File: src/rtl/imm_pkg.sv
// Shared decode constants for the RISC-V immediate generator: opcodes,
// funct3 codes, the immediate format tag and small classification helpers.
package imm_pkg;

  localparam logic [4:0] OPC_LOAD     = 5'b00000;
  localparam logic [4:0] OPC_OP_IMM   = 5'b00100;
  localparam logic [4:0] OPC_AUIPC    = 5'b00101;
  localparam logic [4:0] OPC_OP_IMM32 = 5'b00110;
  localparam logic [4:0] OPC_STORE    = 5'b01000;
  localparam logic [4:0] OPC_LUI      = 5'b01101;
  localparam logic [4:0] OPC_BRANCH   = 5'b11000;
  localparam logic [4:0] OPC_JALR     = 5'b11001;
  localparam logic [4:0] OPC_JAL      = 5'b11011;

  localparam logic [2:0] F3_SLLI  = 3'b001;
  localparam logic [2:0] F3_SRXI  = 3'b101;
  localparam logic [2:0] F3_SLTIU = 3'b011;

  typedef enum logic [2:0] {
    FMT_NONE  = 3'd0,
    FMT_I     = 3'd1,
    FMT_S     = 3'd2,
    FMT_B     = 3'd3,
    FMT_U     = 3'd4,
    FMT_J     = 3'd5,
    FMT_SHAMT = 3'd6
  } imm_fmt_t;

  // BLTU (110) and BGEU (111) are the only branches with funct3[2:1] == 11.
  function automatic logic is_unsigned_branch(input logic [2:0] f3);
    return (f3[2:1] == 2'b11);
  endfunction

  function automatic logic is_shift(input logic [2:0] f3);
    return (f3 == F3_SLLI) || (f3 == F3_SRXI);
  endfunction

endpackage

File: src/rtl/imm_decode.sv
// Combinational immediate decode: instruction word to extended immediate,
// format tag and illegal flag, for XLEN 32 or 64.
module imm_decode
  import imm_pkg::*;
#(
  parameter int XLEN          = 32,
  parameter int ZEXT_UNSIGNED = 1
) (
  input  logic [31:0]     inst,
  output logic [XLEN-1:0] imm,
  output imm_fmt_t        fmt,
  output logic            illegal
);

  localparam logic ZEXT = (ZEXT_UNSIGNED != 0);
  localparam logic RV64 = (XLEN == 64);

  if ((XLEN != 32) && (XLEN != 64)) begin : g_bad_xlen
    $error("imm_decode: XLEN must be 32 or 64");
  end

  logic [4:0] opc;
  logic [2:0] f3;
  logic [XLEN-1:0] i_sext;
  logic [XLEN-1:0] i_zext;
  logic [XLEN-1:0] b_sext;
  logic [XLEN-1:0] b_zext;

  assign opc = inst[6:2];
  assign f3  = inst[14:12];

  assign i_sext = XLEN'(signed'(inst[31:20]));
  assign i_zext = XLEN'(inst[31:20]);
  assign b_sext = XLEN'(signed'({inst[31], inst[7], inst[30:25], inst[11:8], 1'b0}));
  assign b_zext = XLEN'({inst[31], inst[7], inst[30:25], inst[11:8], 1'b0});

  always_comb begin
    imm     = '0;
    fmt     = FMT_NONE;
    illegal = 1'b1;
    if (inst[1:0] == 2'b11) begin
      case (opc)
        OPC_JALR: begin
          imm = i_sext; fmt = FMT_I; illegal = 1'b0;
        end
        OPC_LOAD: begin
          imm = (inst[14] && ZEXT) ? i_zext : i_sext;
          fmt = FMT_I; illegal = 1'b0;
        end
        OPC_OP_IMM: begin
          if (is_shift(f3)) begin
            // RV32 has only 5 shift bits; a set inst[25] is a reserved encoding.
            if (RV64) begin
              imm = XLEN'(inst[25:20]); fmt = FMT_SHAMT; illegal = 1'b0;
            end else if (!inst[25]) begin
              imm = XLEN'(inst[24:20]); fmt = FMT_SHAMT; illegal = 1'b0;
            end
          end else begin
            imm = ((f3 == F3_SLTIU) && ZEXT) ? i_zext : i_sext;
            fmt = FMT_I; illegal = 1'b0;
          end
        end
        OPC_OP_IMM32: begin
          if (RV64) begin
            if (is_shift(f3)) begin
              if (!inst[25]) begin
                imm = XLEN'(inst[24:20]); fmt = FMT_SHAMT; illegal = 1'b0;
              end
            end else begin
              imm = i_sext; fmt = FMT_I; illegal = 1'b0;
            end
          end
        end
        OPC_STORE: begin
          imm = XLEN'(signed'({inst[31:25], inst[11:7]}));
          fmt = FMT_S; illegal = 1'b0;
        end
        OPC_BRANCH: begin
          imm = (is_unsigned_branch(f3) && ZEXT) ? b_zext : b_sext;
          fmt = FMT_B; illegal = 1'b0;
        end
        OPC_LUI, OPC_AUIPC: begin
          imm = XLEN'(signed'({inst[31:12], 12'b0}));
          fmt = FMT_U; illegal = 1'b0;
        end
        OPC_JAL: begin
          imm = XLEN'(signed'({inst[31], inst[19:12], inst[20], inst[30:21], 1'b0}));
          fmt = FMT_J; illegal = 1'b0;
        end
        default: begin
          imm = '0;
        end
      endcase
    end
  end

endmodule

File: src/rtl/imm_gen_pipe.sv
// Decode-stage immediate generator: one instruction per cycle in, decoded
// immediate one cycle later, with a two-entry skid buffer for back-pressure.
module imm_gen_pipe
  import imm_pkg::*;
#(
  parameter int XLEN          = 32,
  parameter int TAG_W         = 32,
  parameter int ZEXT_UNSIGNED = 1
) (
  input  logic             clk,
  input  logic             rst_n,
  input  logic             in_valid,
  output logic             in_ready,
  input  logic [31:0]      in_inst,
  input  logic [TAG_W-1:0] in_tag,
  output logic             out_valid,
  input  logic             out_ready,
  output logic [XLEN-1:0]  out_imm,
  output logic [2:0]       out_fmt,
  output logic             out_illegal,
  output logic [TAG_W-1:0] out_tag
);

  // Handshake: a beat moves on a port exactly when valid & ready are both high
  // on a rising edge; valid never depends on ready, and a stalled output holds.
  localparam logic [1:0] ST_EMPTY = 2'd0;
  localparam logic [1:0] ST_ONE   = 2'd1;
  localparam logic [1:0] ST_TWO   = 2'd2;

  typedef struct packed {
    logic [XLEN-1:0]  imm;
    logic [2:0]       fmt;
    logic             illegal;
    logic [TAG_W-1:0] tag;
  } entry_t;

  logic [XLEN-1:0] dec_imm;
  imm_fmt_t        dec_fmt;
  logic            dec_illegal;
  entry_t          in_entry;
  entry_t          out_q;
  entry_t          skid_q;

  logic [1:0] state;
  logic [1:0] state_nxt;
  logic       in_ready_q;
  logic       in_fire;
  logic       out_fire;
  logic       load_out_in;
  logic       load_out_skid;
  logic       load_skid;

  imm_decode #(
    .XLEN          (XLEN),
    .ZEXT_UNSIGNED (ZEXT_UNSIGNED)
  ) u_decode (
    .inst    (in_inst),
    .imm     (dec_imm),
    .fmt     (dec_fmt),
    .illegal (dec_illegal)
  );

  assign in_entry.imm     = dec_imm;
  assign in_entry.fmt     = dec_fmt;
  assign in_entry.illegal = dec_illegal;
  assign in_entry.tag     = in_tag;

  assign in_fire  = in_valid && in_ready_q;
  assign out_fire = out_valid && out_ready;

  always_comb begin
    state_nxt     = state;
    load_out_in   = 1'b0;
    load_out_skid = 1'b0;
    load_skid     = 1'b0;
    case (state)
      ST_EMPTY: begin
        if (in_fire) begin
          state_nxt   = ST_ONE;
          load_out_in = 1'b1;
        end
      end
      ST_ONE: begin
        if (in_fire && !out_fire) begin
          state_nxt = ST_TWO;
          load_skid = 1'b1;
        end else if (in_fire && out_fire) begin
          load_out_in = 1'b1;
        end else if (out_fire) begin
          state_nxt = ST_EMPTY;
        end
      end
      ST_TWO: begin
        // in_ready is low here, so only the drain side can move.
        if (out_fire) begin
          state_nxt     = ST_ONE;
          load_out_skid = 1'b1;
        end
      end
      default: begin
        state_nxt = ST_EMPTY;
      end
    endcase
  end

  always_ff @(posedge clk or negedge rst_n) begin
    if (!rst_n) begin
      state      <= ST_EMPTY;
      in_ready_q <= 1'b1;
      out_q      <= '0;
      skid_q     <= '0;
    end else begin
      state      <= state_nxt;
      in_ready_q <= (state_nxt != ST_TWO);
      if (load_out_in) begin
        out_q <= in_entry;
      end else if (load_out_skid) begin
        out_q <= skid_q;
      end
      if (load_skid) begin
        skid_q <= in_entry;
      end
    end
  end

  assign in_ready    = in_ready_q;
  assign out_valid   = (state != ST_EMPTY);
  assign out_imm     = out_q.imm;
  assign out_fmt     = out_q.fmt;
  assign out_illegal = out_q.illegal;
  assign out_tag     = out_q.tag;

endmodule

File: config.mk
export PLATFORM = sky130hd
export DESIGN_NAME = imm_gen_pipe
export DESIGN_NICKNAME = d
export VERILOG_FILES = /design/src/rtl/imm_pkg.sv /design/src/rtl/imm_decode.sv /design/src/rtl/imm_gen_pipe.sv
export SDC_FILE = /design/constraint.sdc
export NUM_CORES = 1
export LEC_CHECK = 0
export BUFFER_PORTS_ARGS = -buffer_cell sky130_fd_sc_hd__buf_2
export CORE_UTILIZATION = 24
export CTS_BUF_LIST = sky130_fd_sc_hd__clkbuf_4 sky130_fd_sc_hd__clkbuf_8
export DETAILED_ROUTE_END_ITERATION = 8
export GPL_TIMING_DRIVEN = 0
export MAX_ROUTING_LAYER = met4
export PLACE_DENSITY = 0.51
export SYNTH_ARGS = -nofsm -noshare
export SYNTH_HDL_FRONTEND = slang
export SYNTH_SLANG_ARGS = --single-unit
File: constraint.sdc
create_clock -name clk -period 2.1 [get_ports clk]
set_input_delay 0.42 -clock clk [delete_from_list [all_inputs] [get_ports clk]]
set_output_delay 0.42 -clock clk [all_outputs]
set_load 0.02 [all_outputs]
; Yosys cells after proc, flatten, opt, wreduce, memory -nomap -nowiden
; Index checks and enable logic that the tools add are counted.
[totals]
reg_bits = 139
out_inout_bits = 70
inputBits = 68
[op_classes]
reduce_logical = 13
eq_ne = 15
n_mux = 31
[op_table]
columns = operator, n
row1 = one-hot mux 32 bit (7 select lines), 1
row2 = two-way mux 32 bit, 5
row3 = two-way mux 68 bit, 2
row4 = one-hot mux 3 bit (6 select lines), 1
row5 = == test 5 bit (second input constant), 3
row6 = == test 5 x 3 -> 1 bit (second input constant), 2
row7 = == test 5 x 4 -> 1 bit (second input constant), 2
row8 = two-way mux 1 bit, 10
row9 = two-way mux 2 bit, 5
row10 = two-way mux 3 bit, 3
row11 = OR reduction 7 bit, 1
row12 = == test 2 bit (second input constant), 3
row13 = one-hot mux 2 bit (3 select lines), 1
row14 = zero test 5 bit, 1
row15 = two-way mux 5 bit, 1
row16 = logical AND 1 bit, 4
row17 = one-hot mux 1 bit (2 select lines), 2
row18 = nonzero test 2 bit, 2
row19 = OR reduction 2 bit, 2
row20 = == test 3 x 1 -> 1 bit (second input constant), 1
row21 = == test 3 x 2 -> 1 bit (second input constant), 1
row22 = == test 3 bit (second input constant), 1
row23 = == test 2 x 1 -> 1 bit (second input constant), 1
row24 = zero test 2 bit, 1
row25 = 3 further kinds, 3

; Depth between registers and ports, before layout
[logic_depth]
ltp_word = 7
mapped_depth = 7
depth_no_buf = 5

; Cells and area by module
; From an unflattened synthesis, not the netlist that was laid out.
[unflattened]
cells_unflattened = 499
hier_area_um2 = 6787.8
[by_module_without_submodules]
columns = module, seq_area_each_um2, instances, area_per_inst_um2, cells_per_inst
row1 = imm_gen_pipe, 3479.6, 1, 6080.8, 379
row2 = imm_decode, 0.0, 1, 706.9, 120

; Worst setup path after synthesis
; Ideal clock, no wire load.
[synth_path]
kind = register to register
from = register in_ready_q (netlist: in_ready)
to = register out_q (netlist bit out_imm[31])
stages_incl_launch_ff = 7
setup_time_ns = 0.083
path_slack_ns = 0.167
arrival_time_ns = 1.851
path_buffers = 2
synth_period_minus_slack_ns = 1.933
cell_sequence = dfstp_2 > nand2_1 > nor3_1 > clkbuf_1 > buf_1 > nand3_1 > o22ai_1
[synth_between]
elab_chain_cells = 6
word_cells_on_any_way = 9
cone_classes = mux: 5 / reduce/logical: 4
[synth_rtl]
columns = item, line
row1 = from (decl), imm_gen_pipe.sv:46  ; logic in_ready_q;
row2 = from (signal assigned), imm_gen_pipe.sv:114  ; in_ready_q <= (state_nxt != ST_TWO);
row3 = logical AND 1 bit *, imm_gen_pipe.sv:68  ; assign in_fire = in_valid && in_ready_q;
row4 = logical AND 1 bit, imm_gen_pipe.sv:87  ; end else if (in_fire && out_fire) begin
row5 = two-way mux 1 bit, imm_gen_pipe.sv:87
row6 = two-way mux 1 bit, imm_gen_pipe.sv:84  ; if (in_fire && !out_fire) begin
row7 = one-hot mux 1 bit (2 select lines) *, imm_gen_pipe.sv:76  ; case (state)
row8 = two-way mux 68 bit or nonzero test 2 bit (tied branches), --
row9 = to (signal assigned), imm_gen_pipe.sv:116  ; out_q <= in_entry;
row10 = to (signal assigned), imm_gen_pipe.sv:118  ; out_q <= skid_q;
row11 = to (decl), imm_gen_pipe.sv:41  ; entry_t out_q;
; Mark *: on every way between the ends. The rest lies on a longest branch, timed or not.
; A chain may end at the register's enable or synchronous reset.

; Final worst setup path
; Ends and elaborated chain as after synthesis.

==> results.yml <==
routing:
  via_to_cell_ratio: 4.640
  final_antenna_net_count: 0
  drt_pre_antenna_iters: 5
  route.detailed.drc: 0
  totalWireLength_mm: 20.32
  via_count: 5605
  post_drt_wl_per_cell_um: 16.82
  detailedRoute.firstIterationViolations: 384
timing:
  timing.max_slew.rel_slack_pct: 37.96
  final-setup-viol-count: 0
  finalWorstPathRequiredPeriod_ps: 1930
  finalSetupTns_ps: 0
  achievable-frequency_mhz: 518.1
  fin_hold_ws_ps: 175.6
  finalHoldViolations: 0
  timing.clock.skew_ps: 13.58
  rsz_0062_raised_after_global_routing: "no"
  timing_worst_slew_pin_value_ps: 922.1
  slew_violations: 0
  post-route-period-util_pct: 91.91
global_routing:
  antenna_found_initial: 0
  grt_util_all_layers_pct: 15.89
  grt_start_max_net_pins: 83
  via_count_of_the_first_global_routing_pass: 5500
  first_pass_grt_wire_length_mm: 31.51
  overflow: 0
cells_and_area:
  nets_finish: 928
  finalCoreUtilization_pct: 30.65
  area_growth_syn_to_layout_pct: 25.70
  antenna_cells_inserted: 0
  final_cell_count_no_fill: 1208
  final_layout_size_suffix_gt1_share_pct: 24.74
  stdcell_area_mm2: 0.007943
yosys:
  post_synth_instance_area_mm2: 0.006319
  synthTopCellsByArea: "dfrtp_1 55%, nand2_1 13%, a22oi_1 4.3%, o21ai_0 3.6%, a211oi_1 3.6%"
  synth_compound_gate_area_share_pct: 17.23
  post_synth_and_or_nand_nor_area_fraction_pct: 23.68
  seq_total_area_yosys_pct: 55.07
  synth_enable_flop_cells: 0
  adder_and_majority_gate_portion_of_the_synthesized_area_pct: 0
  synth.mux.area_fraction_pct: 0.4950
  yosysWarnings: 0
  synth_top_family_by_area: "simple AND/OR/NAND/NOR gates"
  netlist-cell-type-count: 45
  syn-mean-instance-area_um2: 8.975
  synth-main-ff-cell: "dfrtp_1"
  synth_top_cells_by_count: "217 x nand2_1, 138 x dfrtp_1, 46 x o21ai_0"
  post-synth-top-area-fraction_pct: 54.65
  synthesis.nets: 772
  synth-xor-area-share_pct: 0
  synth.most_common_cell: "nand2_1"
  postSynthCellCount: 704
  asr_flop_ratio_synth_pct: 100.0
  synth_largest_area_cell: "dfrtp_1"
  yosys_register_bits: 139
clocking:
  max-clock-path-buffers: 2
  clkTransAtPathRegs_ps: 90
  ctsRootBufferMaster: "clkbuf_8"
  numCtsBuffers: 17
  cts_tree: "yes"
  total_clock_sinks: 139
  htreeDepth: 4
  clkLatencyLatePin_ps: 450
die:
  die-height_um: 164.3
  start_util_pct: 24.39
  die_width_um: 164.3
  fp.dieArea_mm2: 0.02698
  row_cnt: 59
  io-pin-count: 138
  fp.coreArea_mm2: 0.02591
pwr:
  pwr_density_cell_mw_per_mm2: 1262
  total_leakage_power_nw: 3.861
  peakVddDrop_v: 0.0003935
placement:
  gp_routability_congestion: 0.8152
  post-place-cells: 1176
  portbufs: 136
  dp_hpwl_mm: 14.34
  placedInstanceArea_mm2: 0.007452
setup_path:
  arrival_worst_endpoint_ps: 2300
  crit_fanout: 10
  end_kind: "flip-flop"
  criticalPathCategory: "flip-flop to flip-flop"
  setup.worst_path.start_class: "flip-flop"
  critical_path_required_ps: 2470
job:
  cap_violations: 0
outcome:
  status: "completed"
hold_path:
  hp-class: "input pin to flip-flop"
-- layout make-up --
class / instances / area [um2]
tap: 335 / 419.2
clock buffer: 21 / 282.8
inverter: 4 / 15.01
buffer: 50 / 251.5
fill: 2777 / 17970
sequential: 139 / 3480
timing repair buffer: 138 / 724.4
clock inverter: 11 / 110.1
multi-input combinational: 510 / 2660
-- kinds of logic after synthesis --
| kind of cell | after synthesis |
|---|---|
| flip-flops | 139 |
| AND/OR/NAND/NOR | 336 |
| AO/OA/AOI/OAI | 171 |
| buffers and inverters | 55 |
| multiplexers | 3 |
-- timing repair --
action	4_1_cts	5_1_grt
hold buffers	1	0
endpoints found under the setup margin	119	134
buffers inserted	0	0
gates resized for setup	22	29
pin swaps	0	1
endpoints found under the hold margin	57	0
-- worst max-delay path: stages (launching register included) --
cell and delay [ps]:
dfstp_2 540, nand2_1 170, nor3_4 350, buf_4 290, clkbuf_4 270, nand3_1 100, o22ai_1 130
-- layer usage --
metal,GRT usage (%),vias up,wire length [um]
met5,-,-,0
met4,4.293,0,281
met3,3.131,18,836
met2,24.13,130,9546
met1,21.44,2717,9652
li1,-,2740,-
-- registers in the layout (all words and copies together), names as in the netlist --
name / count
out_fmt: 3
in_ready: 1
out_illegal: 1
skid_q: 68
state: 2
out_imm: 32
out_tag: 32
-- power breakdown --
part | switching (W) | leakage (nW) | internal (W)
Combinational | 0.00248 | 1.89 | 0.00129
Clock | 0.00111 | 0.193 | 0.00106
Sequential | 0.000481 | 1.77 | 0.00361
Total | 0.00407 | 3.86 | 0.00595
-- cell usage in the layout, fill, tap and decap left out, types with 2 or more instances in the layout --
cell        instances
a211oi_1           30
a21oi_1            32
a22oi_1            36
and2_1             10
buf_2             148
buf_4               3
clkbuf_1           15
clkbuf_2           14
clkbuf_4            6
clkbuf_8           20
clkinv_4            3
clkinvlp_4          3
dfrtp_1           138
inv_1               3
inv_6               3
mux2i_1             2
nand2_1           217
nand2b_1            3
nand3_1            42
nand4_1             8
nor2_1              7
nor2_4              2
nor2b_1            33
nor3_1              3
nor4_1              2
o2111ai_1           2
o211ai_1            7
o21ai_0            46
o21ai_1             7
o22ai_1             2
-- path summary, 6_finish.rpt --
kind / endpoint / slack (ps) / cells past startpoint / start
setup / recovery: out_imm[31] / 170 / 6 / in_ready
hold / removal: skid_q[5] / 180 / 3 / in_tag[5]
setup reg to reg: out_imm[31] / 170 / 6 / in_ready
hold reg to reg: out_tag[20] / 470 / 2 / out_tag[20]
max in group asynchronous: in_ready / 730 / 3 / rst_n
min in group asynchronous: skid_q[49] / 500 / 2 / rst_n
-- metrics by stage --
step / setup WS (ps) / total power [W]
CTS: -103.0 / 0.01016
finish: 169.9 / 0.01002
global placement: -1577 / 0.007841
detailed placement: -733.5 / 0.007890
global route: 3.747 / 0.01074
floorplan: 166.7 / 0.006412
No activity file was read; power rests on OpenSTA's default activity.
